`config.mk`:
```
export PLATFORM = sky130hd
export DESIGN_NAME = goertzel_recursion_core
export DESIGN_NICKNAME = d
export VERILOG_FILES = /design/src/rtl/goertzel_pkg.sv /design/src/rtl/dsp_16x16_fix14_16_signed_mul.sv /design/src/rtl/goertzel_recursion_core.sv
export SDC_FILE = /design/constraint.sdc
export NUM_CORES = 1
export LEC_CHECK = 0
export BUFFER_PORTS_ARGS = -buffer_cell sky130_fd_sc_hd__clkbuf_2
export CAP_MARGIN = 20
export CELL_PAD_IN_SITES_DETAIL_PLACEMENT = 0
export CELL_PAD_IN_SITES_GLOBAL_PLACEMENT = 1
export CORE_ASPECT_RATIO = 2
export CORE_MARGIN = 2
export CORE_UTILIZATION = 50
export CTS_CLUSTER_DIAMETER = 200
export CTS_CLUSTER_SIZE = 28
export DETAILED_ROUTE_END_ITERATION = 12
export PLACE_DENSITY = 0.92
export RECOVER_POWER = 25
export SLEW_MARGIN = 30
export SYNTH_ARGS = -nofsm -noshare
export SYNTH_HDL_FRONTEND = slang
export SYNTH_SLANG_ARGS = --single-unit
```
`constraint.sdc`:
```
create_clock -name sys_clk -period 8.87 [get_ports sys_clk]
set_clock_uncertainty 0.1 [all_clocks]
set_input_delay 1.3305 -clock sys_clk [delete_from_list [all_inputs] [get_ports sys_clk]]
set_output_delay 1.3305 -clock sys_clk [all_outputs]
set_load 0.02 [all_outputs]
```
`src/rtl/goertzel_pkg.sv`:
```
// goertzel_pkg: shared Q-format constant, FSM states and sample conversion
package goertzel_pkg;
  localparam int FRAC_BITS = 14;
  typedef enum logic [1:0] {IDLE, MUL, ACC, DONE} state_t;
  // Offset-binary w-bit sample to signed 16-bit: subtracting the mid-code flips the MSB and sign-extends
  function automatic logic signed [15:0] to_signed_sample(input logic [15:0] d, input int w);
    return d - (16'd1 << (w - 1));
  endfunction
endpackage

```
`src/rtl/dsp_16x16_fix14_16_signed_mul.sv`:
```
// dsp_16x16_fix14_16_signed_mul: registered signed 16x16 multiply returning the Q2.14-aligned 16-bit slice
module dsp_16x16_fix14_16_signed_mul
  import goertzel_pkg::*;
(
  input  logic        sys_clk,
  input  logic        dsp_CE,
  input  logic [15:0] dsp_A,
  input  logic [15:0] dsp_B,
  output logic [15:0] fix_14_16_Out
);
  logic signed [31:0] p;
  assign p = $signed(dsp_A) * $signed(dsp_B);
  // One-cycle product register, floor shift by FRAC_BITS and wrap to 16 bits
  always_ff @(posedge sys_clk)
    if (dsp_CE) fix_14_16_Out <= 16'(p >>> FRAC_BITS);
endmodule

```
`src/rtl/goertzel_recursion_core.sv`:
```
// goertzel_recursion_core: single-bin Goertzel recursion streaming samples from an external RAM
module goertzel_recursion_core
  import goertzel_pkg::*;
#(
  parameter int NUM_SAMPLES = 512,
  parameter int NS_BITS     = 9,
  parameter int B_W         = 8
) (
  input  logic               sys_clk,
  input  logic               sys_rst_n,
  input  logic               enable,
  input  logic               start,
  input  logic [15:0]        coeff,
  input  logic [B_W-1:0]     data_n,
  output logic [15:0]        T1,
  output logic [15:0]        T2,
  output logic [NS_BITS-1:0] read_address,
  output logic               ready,
  output logic               done
);
  state_t              state;
  logic [15:0]         s1, s2, p, x;
  logic [NS_BITS-1:0]  idx;
  assign x = to_signed_sample(16'(data_n), B_W);
  assign T1 = s1;
  assign T2 = s2;
  assign read_address = idx;
  // Reset forces a zero operand through the multiplier so its register clears without a reset port
  dsp_16x16_fix14_16_signed_mul u_mul (
    .sys_clk       (sys_clk),
    .dsp_CE        (enable | ~sys_rst_n),
    .dsp_A         (sys_rst_n ? s1 : 16'd0),
    .dsp_B         (coeff),
    .fix_14_16_Out (p)
  );
  // Two enabled cycles per sample: MUL latches coeff*s1 and the RAM word, ACC folds them into the state
  always_ff @(posedge sys_clk)
    if (!sys_rst_n) begin
      state <= IDLE;
      s1    <= '0;
      s2    <= '0;
      idx   <= '0;
      ready <= 1'b1;
      done  <= 1'b0;
    end else if (enable)
      case (state)
        IDLE, DONE:
          if (start) begin
            state <= MUL;
            s1    <= '0;
            s2    <= '0;
            idx   <= '0;
            ready <= 1'b0;
            done  <= 1'b0;
          end
        MUL: state <= ACC;
        ACC: begin
          s2 <= s1;
          s1 <= x + p - s2;
          if (idx == NS_BITS'(NUM_SAMPLES - 1)) begin
            state <= DONE;
            ready <= 1'b1;
            done  <= 1'b1;
          end else begin
            idx   <= idx + 1'b1;
            state <= MUL;
          end
        end
        default: state <= IDLE;
      endcase
endmodule

```
==> results of run 1 <==
## per-layer routing
metal	part of all wire, %	GRT usage (%)	vias to the layer above
li1	-	-	4200
met1	31	28.8	4884
met2	53	52.7	443
met3	5.3	4.12	218
met4	11	27.3	0
met5	0	0	-
## sequential cells by signal (all words and copies together) (netlist names)
name,cells
T1,16
T2,16
u_mul.fix_14_16_Out,16
read_address,9
state,2
done,1
ready,1
## cell usage after synthesis (3+ instances only)
cell / instances / area share, %
a21o_1: 6 / 0.36
clkbuf_1: 56 / 1.7
and3_1: 128 / 6.5
edfxtp_1: 16 / 3.9
o21a_1: 9 / 0.55
ha_1: 96 / 9.7
xor2_1: 20 / 1.4
fa_1: 262 / 42
xnor2_1: 25 / 1.8
o21ai_1: 4 / 0.16
inv_1: 308 / 9.3
nand4_1: 4 / 0.20
a21oi_1: 19 / 0.77
nor2b_1: 8 / 0.40
dfxtp_1: 45 / 7.3
or4_1: 4 / 0.24
nand2_1: 153 / 4.6
and2_1: 18 / 0.91
nand3_1: 15 / 0.61
o211ai_1: 3 / 0.18
a21boi_0: 3 / 0.18
o21ai_0: 20 / 0.81
a31oi_1: 7 / 0.35
a22o_1: 17 / 1.2
nor3_1: 14 / 0.57
o22ai_1: 3 / 0.15
nor2_1: 41 / 1.2
a22oi_1: 4 / 0.24
## final timing paths
check	from	to	slack, ns
setup / recovery	sys_rst_n	u_mul.fix_14_16_Out[15]	0.66
hold / removal	T2[14]	T2[14]	0.40
setup reg to reg	T1[11]	u_mul.fix_14_16_Out[15]	1.55
hold reg to reg	T2[14]	T2[14]	0.40
## power breakdown
| part | internal [mW] | switching [mW] |
|---|---|---|
| clock network | 0.188 | 0.125 |
| registers | 0.295 | 0.00545 |
| logic | 0.0900 | 0.159 |
## layout make-up
cell class | count | share of cell area, %
sequential | 61 | 10.5
tap | 332 | 3.14
inverter | 308 | 8.75
multi-input combinational | 912 | 72.7
timing repair buffer | 79 | 2.92
clock inverter | 6 | 0.303
clock buffer | 10 | 1.73
## cell families (layout without fill, tap and decap cells)
logic type                 Yosys count  count (layout)  synth area share (%)
muxes                                1               1                0.0808
and+or+nand+nor                    396             396                  15.9
DFF                                 61              61                  11.2
buffers and inverters              367             403                  11.3
AOI/OAI and AO/OA                  112             112                  6.27
xor gates and xnor gates            45              45                  3.18
adders and majority gates          358             358                  52.0
## critical path, delay by kind of cell
| kind | cells | cell delay, ns |
|---|---|---|
| buf+inv | 4 | 0.74 |
| compound gates | 6 | 1.60 |
| fa+ha+maj | 7 | 3.31 |
| simple gates | 4 | 1.18 |
## placed cells by master (no fill, tap or decap), drive strengths merged, types with 3 or more instances in the layout
cell type / instances
a21boi: 4
a21o: 6
a21oi: 20
a22o: 17
a22oi: 5
a31oi: 7
and2: 19
and3: 128
buf: 10
clkbuf: 79
clkinvlp: 4
dfxtp: 45
edfxtp: 16
fa: 262
ha: 96
inv: 308
nand2: 153
nand3: 15
nand4: 4
nor2: 41
nor2b: 8
nor3: 14
o211ai: 3
o21a: 9
o21ai: 24
o22ai: 3
or4: 4
xnor2: 25
xor2: 20
## metrics by stage
stage	util, %	std cells	cell area (um2)	setup WS (ns)	hold slack, ns
2_1_floorplan	-	1340	12400	1.42	0.400
3_3_place_gp	53.1	1692	13000	0.452	0.369
3_5_place_dp	53.1	1692	13000	0.375	0.385
4_1_cts	54.2	1708	13200	0.712	0.403
5_1_grt	54.1	1708	13200	0.411	0.418
6_report	54.1	1708	13200	0.657	0.400
==> flow_summary.yaml, run 1 <==
power:
  p_total_mw: 0.862
  leakagePower_nw: 6.98
  power_density_nw_per_um2: 65.3
  vdd_drop_max_uv: 111
global_route:
  overflow: 0
  grt_usage_pct: 29.7
  grt_max_degree: 86
  grt_pass1_wl_mm: 57.1
  antenna_found_initial: 0
  grt_pass1_vias: 10800
sta:
  fmax_mhz: 122
  fin_setup_tns_ns: 0
  hold_viol_final: 0
  slew_violations: 0
  post-route-period-util_pct: 92.6
  fin_crit_ns: 8.21
  setup_violations: 0
  worstMarginPinSlew_ns: 1.34
  rsz0062_at_grt: "false"
  relSlewSlack_pct: 9.82
synthesis:
  ys_seq_elements: 61
  synthFlopType: "dfxtp_1"
  seq_area_frac_synth_pct: 11.2
  synth-edff-count: 16
  syn_nets: 1726
  async_flop_share_pct: 0
  synth_area_per_cell_um2: 9.24
  yosysWarnings: 0
  syn-instance-count: 1340
  synth_cell_types: 56
  syn_area_um2: 12400
setup_path:
  worst_setup_path_end_kind: "register"
  cp.required_ns: 8.90
  crit_path_top_delay_cell: "fa_1"
  ff2ff_path_depth: 20
  path_class: "in2reg"
  cp_cell_sequence: "buf_4 > and2_1 > nand2_1 > fa_1 > fa_1 > fa_1 > inv_1 > fa_1 > fa_1 > inv_1 > fa_1 > inv_1 > ha_1 > and4_1 > o2111ai_2 > a21oi_1 > o311a_1 > o2111a_1 > nor2_1 > o211a_1 > a211oi_1"
  max_stage_delay_ns: 0.59
  cp.arrival_ns: 8.25
  cp-start-kind: "input port"
  crit_top_cell: "fa_1"
  crit_fanout: 85
hold_path:
  hold_path_class: "reg2reg"
  worstHoldPathCells: 2
cells_and_area:
  diodes: 0
  drive_gt1_share_pct: 5.45
  seq_area_um2: 1380
  layout.nets: 1757
  multi_input_area_um2: 9600
  area_growth_pct: 6.65
  fill_cells: 2256
drt:
  drc: 0
  wl_per_cell_um: 21.6
  vias: 9745
  drt-initial-drc-count: 591
  ant_nets: 0
  first_pass_iters: 5
  drt_wl_total_mm: 36.8
  vias_per_cell: 5.71
clock_network:
  clockBufferDepth: 2
  clock_latency_ns: 0.33
  ctsResizeCount: 0
  cts-hold-fix-buffers: 0
  cts_tree: "yes"
  clk_pin_slew_ns: 0.05
  cts_inserted_buffers: 9
  htreeDepth: 3
  cts_setup_buffers: 0
  cts_root_buffer: "clkbuf_16"
  clock-sinks: 61
place:
  portBuffers: 70
  place_hpwl_mm: 29.9
  gp_congestion: 1.01
die:
  initial_core_util_pct: 50.7
  io_pins: 71
  core_um2: 24400
  die_width_um: 115
  fp.dieArea_um2: 26100
  rows: 81
  die_y_um: 227
status:
  status: "complete, no violations"
flow_run:
  max-cap-violations: 0
Note: power is estimated with default switching activity, not from simulation.
==> run 2, diff against run 1 <==
--- a/config.mk
+++ b/config.mk
@@ -15,7 +15,7 @@
 export CTS_CLUSTER_DIAMETER = 200
 export CTS_CLUSTER_SIZE = 28
 export DETAILED_ROUTE_END_ITERATION = 12
-export PLACE_DENSITY = 0.92
+export PLACE_DENSITY = 0.81
 export RECOVER_POWER = 25
 export SLEW_MARGIN = 30
 export SYNTH_ARGS = -nofsm -noshare
==> flow_summary.yaml, run 2 (synthesized netlist as in run 1, its figures left out) <==
die:
  fp.dieArea_um2: 26100
  io_pins: 71
  rows: 81
  die_y_um: 227
  initial_core_util_pct: 50.7
  core_um2: 24400
  die_width_um: 115
global_route:
  grt_usage_pct: 30.0
  grt_max_degree: 85
  grt_pass1_vias: 10500
  overflow: 0
  grt_pass1_wl_mm: 57.7
  antenna_found_initial: 0
setup_path:
  ff2ff_path_depth: 20
  reg2reg_slack_ns: 1.49
  worst_setup_path_end_kind: "register"
  path_class: "in2reg"
  worst_r2r_endpoint: "u_mul.fix_14_16_Out[14]"
  crit-reg2reg-launch: "T1[9]"
  crit_fanout: 84
  cp.required_ns: 8.84
  cp-start-kind: "input port"
  cp.arrival_ns: 8.25
clock_network:
  cts_setup_buffers: 0
  clk_pin_slew_ns: 0.05
  cts_inserted_buffers: 9
  clockBufferDepth: 2
  ctsResizeCount: 0
  clock_latency_ns: 0.33
  cts_root_buffer: "clkbuf_16"
  cts_tree: "yes"
  cts-hold-fix-buffers: 0
  clock-sinks: 61
  htreeDepth: 3
sta:
  post-route-period-util_pct: 93.3
  hold_viol_final: 0
  slew_violations: 0
  rsz0062_at_grt: "false"
  setup_violations: 0
  fin_setup_tns_ns: 0
  fmax_mhz: 121
  relSlewSlack_pct: 11.6
  fin_hold_ws_ns: 0.386
  fin_crit_ns: 8.28
  worstMarginPinSlew_ns: 1.31
  fin_ws_ns: 0.593
drt:
  drt_wl_total_mm: 36.8
  ant_nets: 0
  vias: 9556
  drt-initial-drc-count: 578
  vias_per_cell: 5.58
  first_pass_iters: 5
  wl_per_cell_um: 21.5
  drc: 0
flow_run:
  max-cap-violations: 0
cells_and_area:
  fin_area_um2: 13300
  finalNonFillerCells: 1714
  final_common_cell: "inv_1"
  drive_gt1_share_pct: 5.72
  fill_cells: 2281
  final_util_pct: 54.4
  area_growth_pct: 7.32
  layout.nets: 1763
  diodes: 0
  mostFrequentLayoutCells: "308 x inv_1, 262 x fa_1, 153 x nand2_1"
power:
  vdd_drop_max_uv: 137
  combPwrFrac_pct: 27.2
  p_sw_share_pct: 31.8
  power_density_nw_per_um2: 68.4
  clkPwrFrac_pct: 39.8
  switchingPower_mw: 0.290
  leakagePower_nw: 7.04
  p_total_mw: 0.910
  seq_power_share_pct: 33.0
  p_int_mw: 0.620
place:
  placed_area_um2: 13000
  preCtsSetupSlack_ns: 0.368
  place_hpwl_mm: 30.5
  portBuffers: 70
  gp_congestion: 0.986
  dp.cells: 1698
hold_path:
  worstHoldPathCells: 2
  hold-path-endpoint: "T2[14]"
  hold_path_class: "reg2reg"
  hold_start: "T2[14]"
status:
  status: "complete, no violations"
==> run 2: cell types whose count changed in the layout (fill, tap and decap cells not counted) <==
cell        before  now
buf_4           10   16
inv_6            0    1
clkinv_2         2    0
nand2b_2         1    0
nand2b_1         1    2
clkinv_1         0    1
bufinv_16        0    1
inv_4            0    1
clkbuf_16        9   10
clkinvlp_4       4    1
==> run 2: worst max path at each step <==
stage | start | end | slack [ns] | cells past startpoint
finish | sys_rst_n | u_mul.fix_14_16_Out[14] | 0.59 | 21
global route | sys_rst_n | u_mul.fix_14_16_Out[14] | 0.34 | 21
CTS | sys_rst_n | u_mul.fix_14_16_Out[14] | 0.70 | 21
detailed placement | sys_rst_n | u_mul.fix_14_16_Out[14] | 0.37 | 21
global placement | sys_rst_n | u_mul.fix_14_16_Out[14] | 0.44 | 21
floorplan | sys_rst_n | u_mul.fix_14_16_Out[14] | 1.42 | 23
==> run 2: layer usage <==
layer  global-route usage [%]  vias up  wire length, um
met4                     21.9        0             3480
met3                     3.42      164             1350
met1                     30.4     4854            11800
li1                         -     4226                -
met5                        0        -                0
met2                     55.3      312            20200
==> run 2: power by group through the flow <==
| stage | logic [mW] | registers (mW) | clock network [mW] |
|---|---|---|---|
| global placement | 0.245 | 0.306 | 0 |
| detailed placement | 0.246 | 0.306 | 0 |
| finish | 0.248 | 0.300 | 0.362 |
| CTS | 0.248 | 0.300 | 0.366 |
| global route | 0.273 | 0.301 | 0.382 |
| floorplan | 0.171 | 0.304 | 0 |
==> run 2: critical path, cell delays in order <==
cell and delay [ns]:
buf_4 0.51, and2_1 0.60, nand2_1 0.18, fa_1 0.53
fa_1 0.52, fa_1 0.46, fa_1 0.51, inv_1 0.06
fa_1 0.52, inv_1 0.05, fa_1 0.47, inv_1 0.04
ha_1 0.29, and4_1 0.41, o2111ai_2 0.16, a21oi_1 0.47
o311a_1 0.33, o2111a_1 0.25, o211ai_1 0.16, a31oi_1 0.23
xor2_1 0.08
==> run 2: layout make-up <==
| cell class | count | area (um2) | area share, % |
|---|---|---|---|
| well taps | 332 | 415 | 3.12 |
| repair buffers | 85 | 430 | 3.24 |
| inverters | 308 | 1160 | 8.70 |
| flip-flops and latches | 61 | 1380 | 10.4 |
| multi-input cells | 912 | 9600 | 72.2 |
| clock inverters | 5 | 56.3 | 0.424 |
| clock buffers | 11 | 254 | 1.91 |
==> run 3, diff against run 2 <==
--- a/config.mk
+++ b/config.mk
@@ -11,11 +11,12 @@
 export CELL_PAD_IN_SITES_GLOBAL_PLACEMENT = 1
 export CORE_ASPECT_RATIO = 2
 export CORE_MARGIN = 2
-export CORE_UTILIZATION = 50
+export CORE_UTILIZATION = 51
+export CTS_BUF_LIST = sky130_fd_sc_hd__clkbuf_4
 export CTS_CLUSTER_DIAMETER = 200
 export CTS_CLUSTER_SIZE = 28
 export DETAILED_ROUTE_END_ITERATION = 12
-export PLACE_DENSITY = 0.81
+export PLACE_DENSITY = 0.83
 export RECOVER_POWER = 25
 export SLEW_MARGIN = 30
 export SYNTH_ARGS = -nofsm -noshare
==> flow_summary.yaml, run 3 (synthesized netlist as in run 1, its figures left out) <==
sta:
  fin_ws_ns: 0.820
  fin_setup_tns_ns: 0
  post-route-period-util_pct: 90.8
  hold_viol_final: 0
  slew_violations: 0
  fin_crit_ns: 8.05
  fmax_mhz: 124
  rsz0062_at_grt: "false"
  setup_violations: 0
  worstMarginPinSlew_ns: 0.805
  relSlewSlack_pct: 46.3
clock_network:
  clk_pin_slew_ns: 0.10
  clock_latency_ns: 0.42
  cts_tree: "yes"
  cts_setup_buffers: 0
  cts-hold-fix-buffers: 0
  clock-sinks: 61
  cts_root_buffer: "clkbuf_4"
  htreeDepth: 3
  ctsResizeCount: 0
  cts_inserted_buffers: 9
  clockBufferDepth: 2
setup_path:
  cp_cell_sequence: "buf_4 > and2_1 > nand2_1 > fa_1 > fa_1 > fa_1 > inv_1 > fa_1 > fa_1 > inv_1 > fa_1 > inv_1 > ha_1 > and4_1 > o2111ai_2 > a21oi_1 > o311a_1 > o2111a_1 > nor2_1 > o211a_1 > a211oi_1"
  max_stage_delay_ns: 0.57
  crit-reg2reg-launch: "T1[11]"
  cp-start-kind: "input port"
  crit_fanout: 98
  worst_r2r_endpoint: "u_mul.fix_14_16_Out[15]"
  crit_top_cell: "fa_1"
  cp.required_ns: 9.00
  crit_path_top_delay_cell: "buf_4"
  worst_setup_path_end_kind: "register"
  cp_top_family: "adder cells"
  path_class: "in2reg"
  reg2reg_slack_ns: 1.74
  crit_start: "sys_rst_n"
  ff2ff_path_depth: 21
  path_buf_inv: 4
  cp.arrival_ns: 8.18
hold_path:
  hold-path-endpoint: "T2[10]"
  hold_path_class: "reg2reg"
  worstHoldPathCells: 2
  hold_start: "T2[10]"
status:
  status: "complete, no violations"
die:
  io_pins: 71
  die_y_um: 224
  rows: 80
  initial_core_util_pct: 52.0
  fp.dieArea_um2: 25600
  die_width_um: 114
  core_um2: 23800
drt:
  vias_per_cell: 5.76
  vias: 9651
  drt_wl_total_mm: 36.6
  wl_per_cell_um: 21.9
  drt-initial-drc-count: 503
  first_pass_iters: 5
  drc: 0
  ant_nets: 0
place:
  gp_congestion: 0.981
  place_hpwl_mm: 30.6
  preCtsSetupSlack_ns: 0.460
  dp.cells: 1660
  portBuffers: 70
global_route:
  grt_max_degree: 99
  grt_usage_pct: 30.0
  antenna_found_initial: 0
  grt_pass1_vias: 10500
  overflow: 0
  grt_pass1_wl_mm: 56.8
cells_and_area:
  layout.nets: 1770
  final_common_cell: "inv_1"
  drive_gt1_share_pct: 6.41
  mostFrequentLayoutCells: "308 x inv_1, 262 x fa_1, 153 x nand2_1"
  finalNonFillerCells: 1676
  area_growth_pct: 5.70
  diodes: 0
power:
  power_density_nw_per_um2: 54.7
  leakagePower_nw: 7.00
  p_total_mw: 0.716
  vdd_drop_max_uv: 81.9
flow_run:
  max-cap-violations: 0
==> run 3: cell count changes in the layout (fill, tap and decap cells not counted), moves of 2 or more <==
cell,delta
clkbuf_4,+13
clkbuf_16,-10
buf_4,+6
clkbuf_1,-2
clkbuf_2,+2
clkinv_2,+2
==> run 3: worst max-delay path by stage <==
| stage | endpoint | depth (start not counted) |
|---|---|---|
| floorplan | u_mul.fix_14_16_Out[14] | 23 |
| global placement | u_mul.fix_14_16_Out[15] | 21 |
| detailed placement | u_mul.fix_14_16_Out[15] | 21 |
| CTS | u_mul.fix_14_16_Out[15] | 21 |
| global route | u_mul.fix_14_16_Out[15] | 21 |
| finish | u_mul.fix_14_16_Out[15] | 21 |
==> run 3: report_power, final <==
part	leakage (nW)	internal [mW]	switching [mW]	total, mW
clock network	0.0692	0.0687	0.100	0.169
registers	0.526	0.295	0.00482	0.299
logic	6.41	0.0914	0.156	0.247
total	7.00	0.455	0.261	0.716
==> run 3: area by class of cell <==
class	count	area, um2
fillers	2264	10700
clock buffers	13	97.6
flip-flops and latches	61	1380
multi-input cells	912	9600
inverters	308	1160
repair buffers	92	482
well taps	287	359
clock inverters	3	13.8
==> run 3: stage by stage <==
stage	hold slack, ns	area (um2)	utilization, %
finish	0.392	13100	55.0
CTS	0.393	13100	55.1
detailed placement	0.378	13000	54.6
floorplan	0.400	12400	-
global placement	0.365	13000	54.6
global route	0.429	13100	55.0
==> run 3: metal layers <==
layer	GRT usage (%)	wire [um]
met5	0	0
met4	23.0	3580
met3	3.77	1560
met2	55.4	20000
met1	29.5	11500
==> run 3: worst register-to-register path: cells and delay by family, from the launching register on <==
family	cells	cell delay, ns
buffers and inverters	4	0.33
flip-flops	1	0.72
AND/OR/NAND/NOR	4	0.77
adder cells (fa/ha/maj)	7	3.42
AO/OA/AOI/OAI	6	1.60
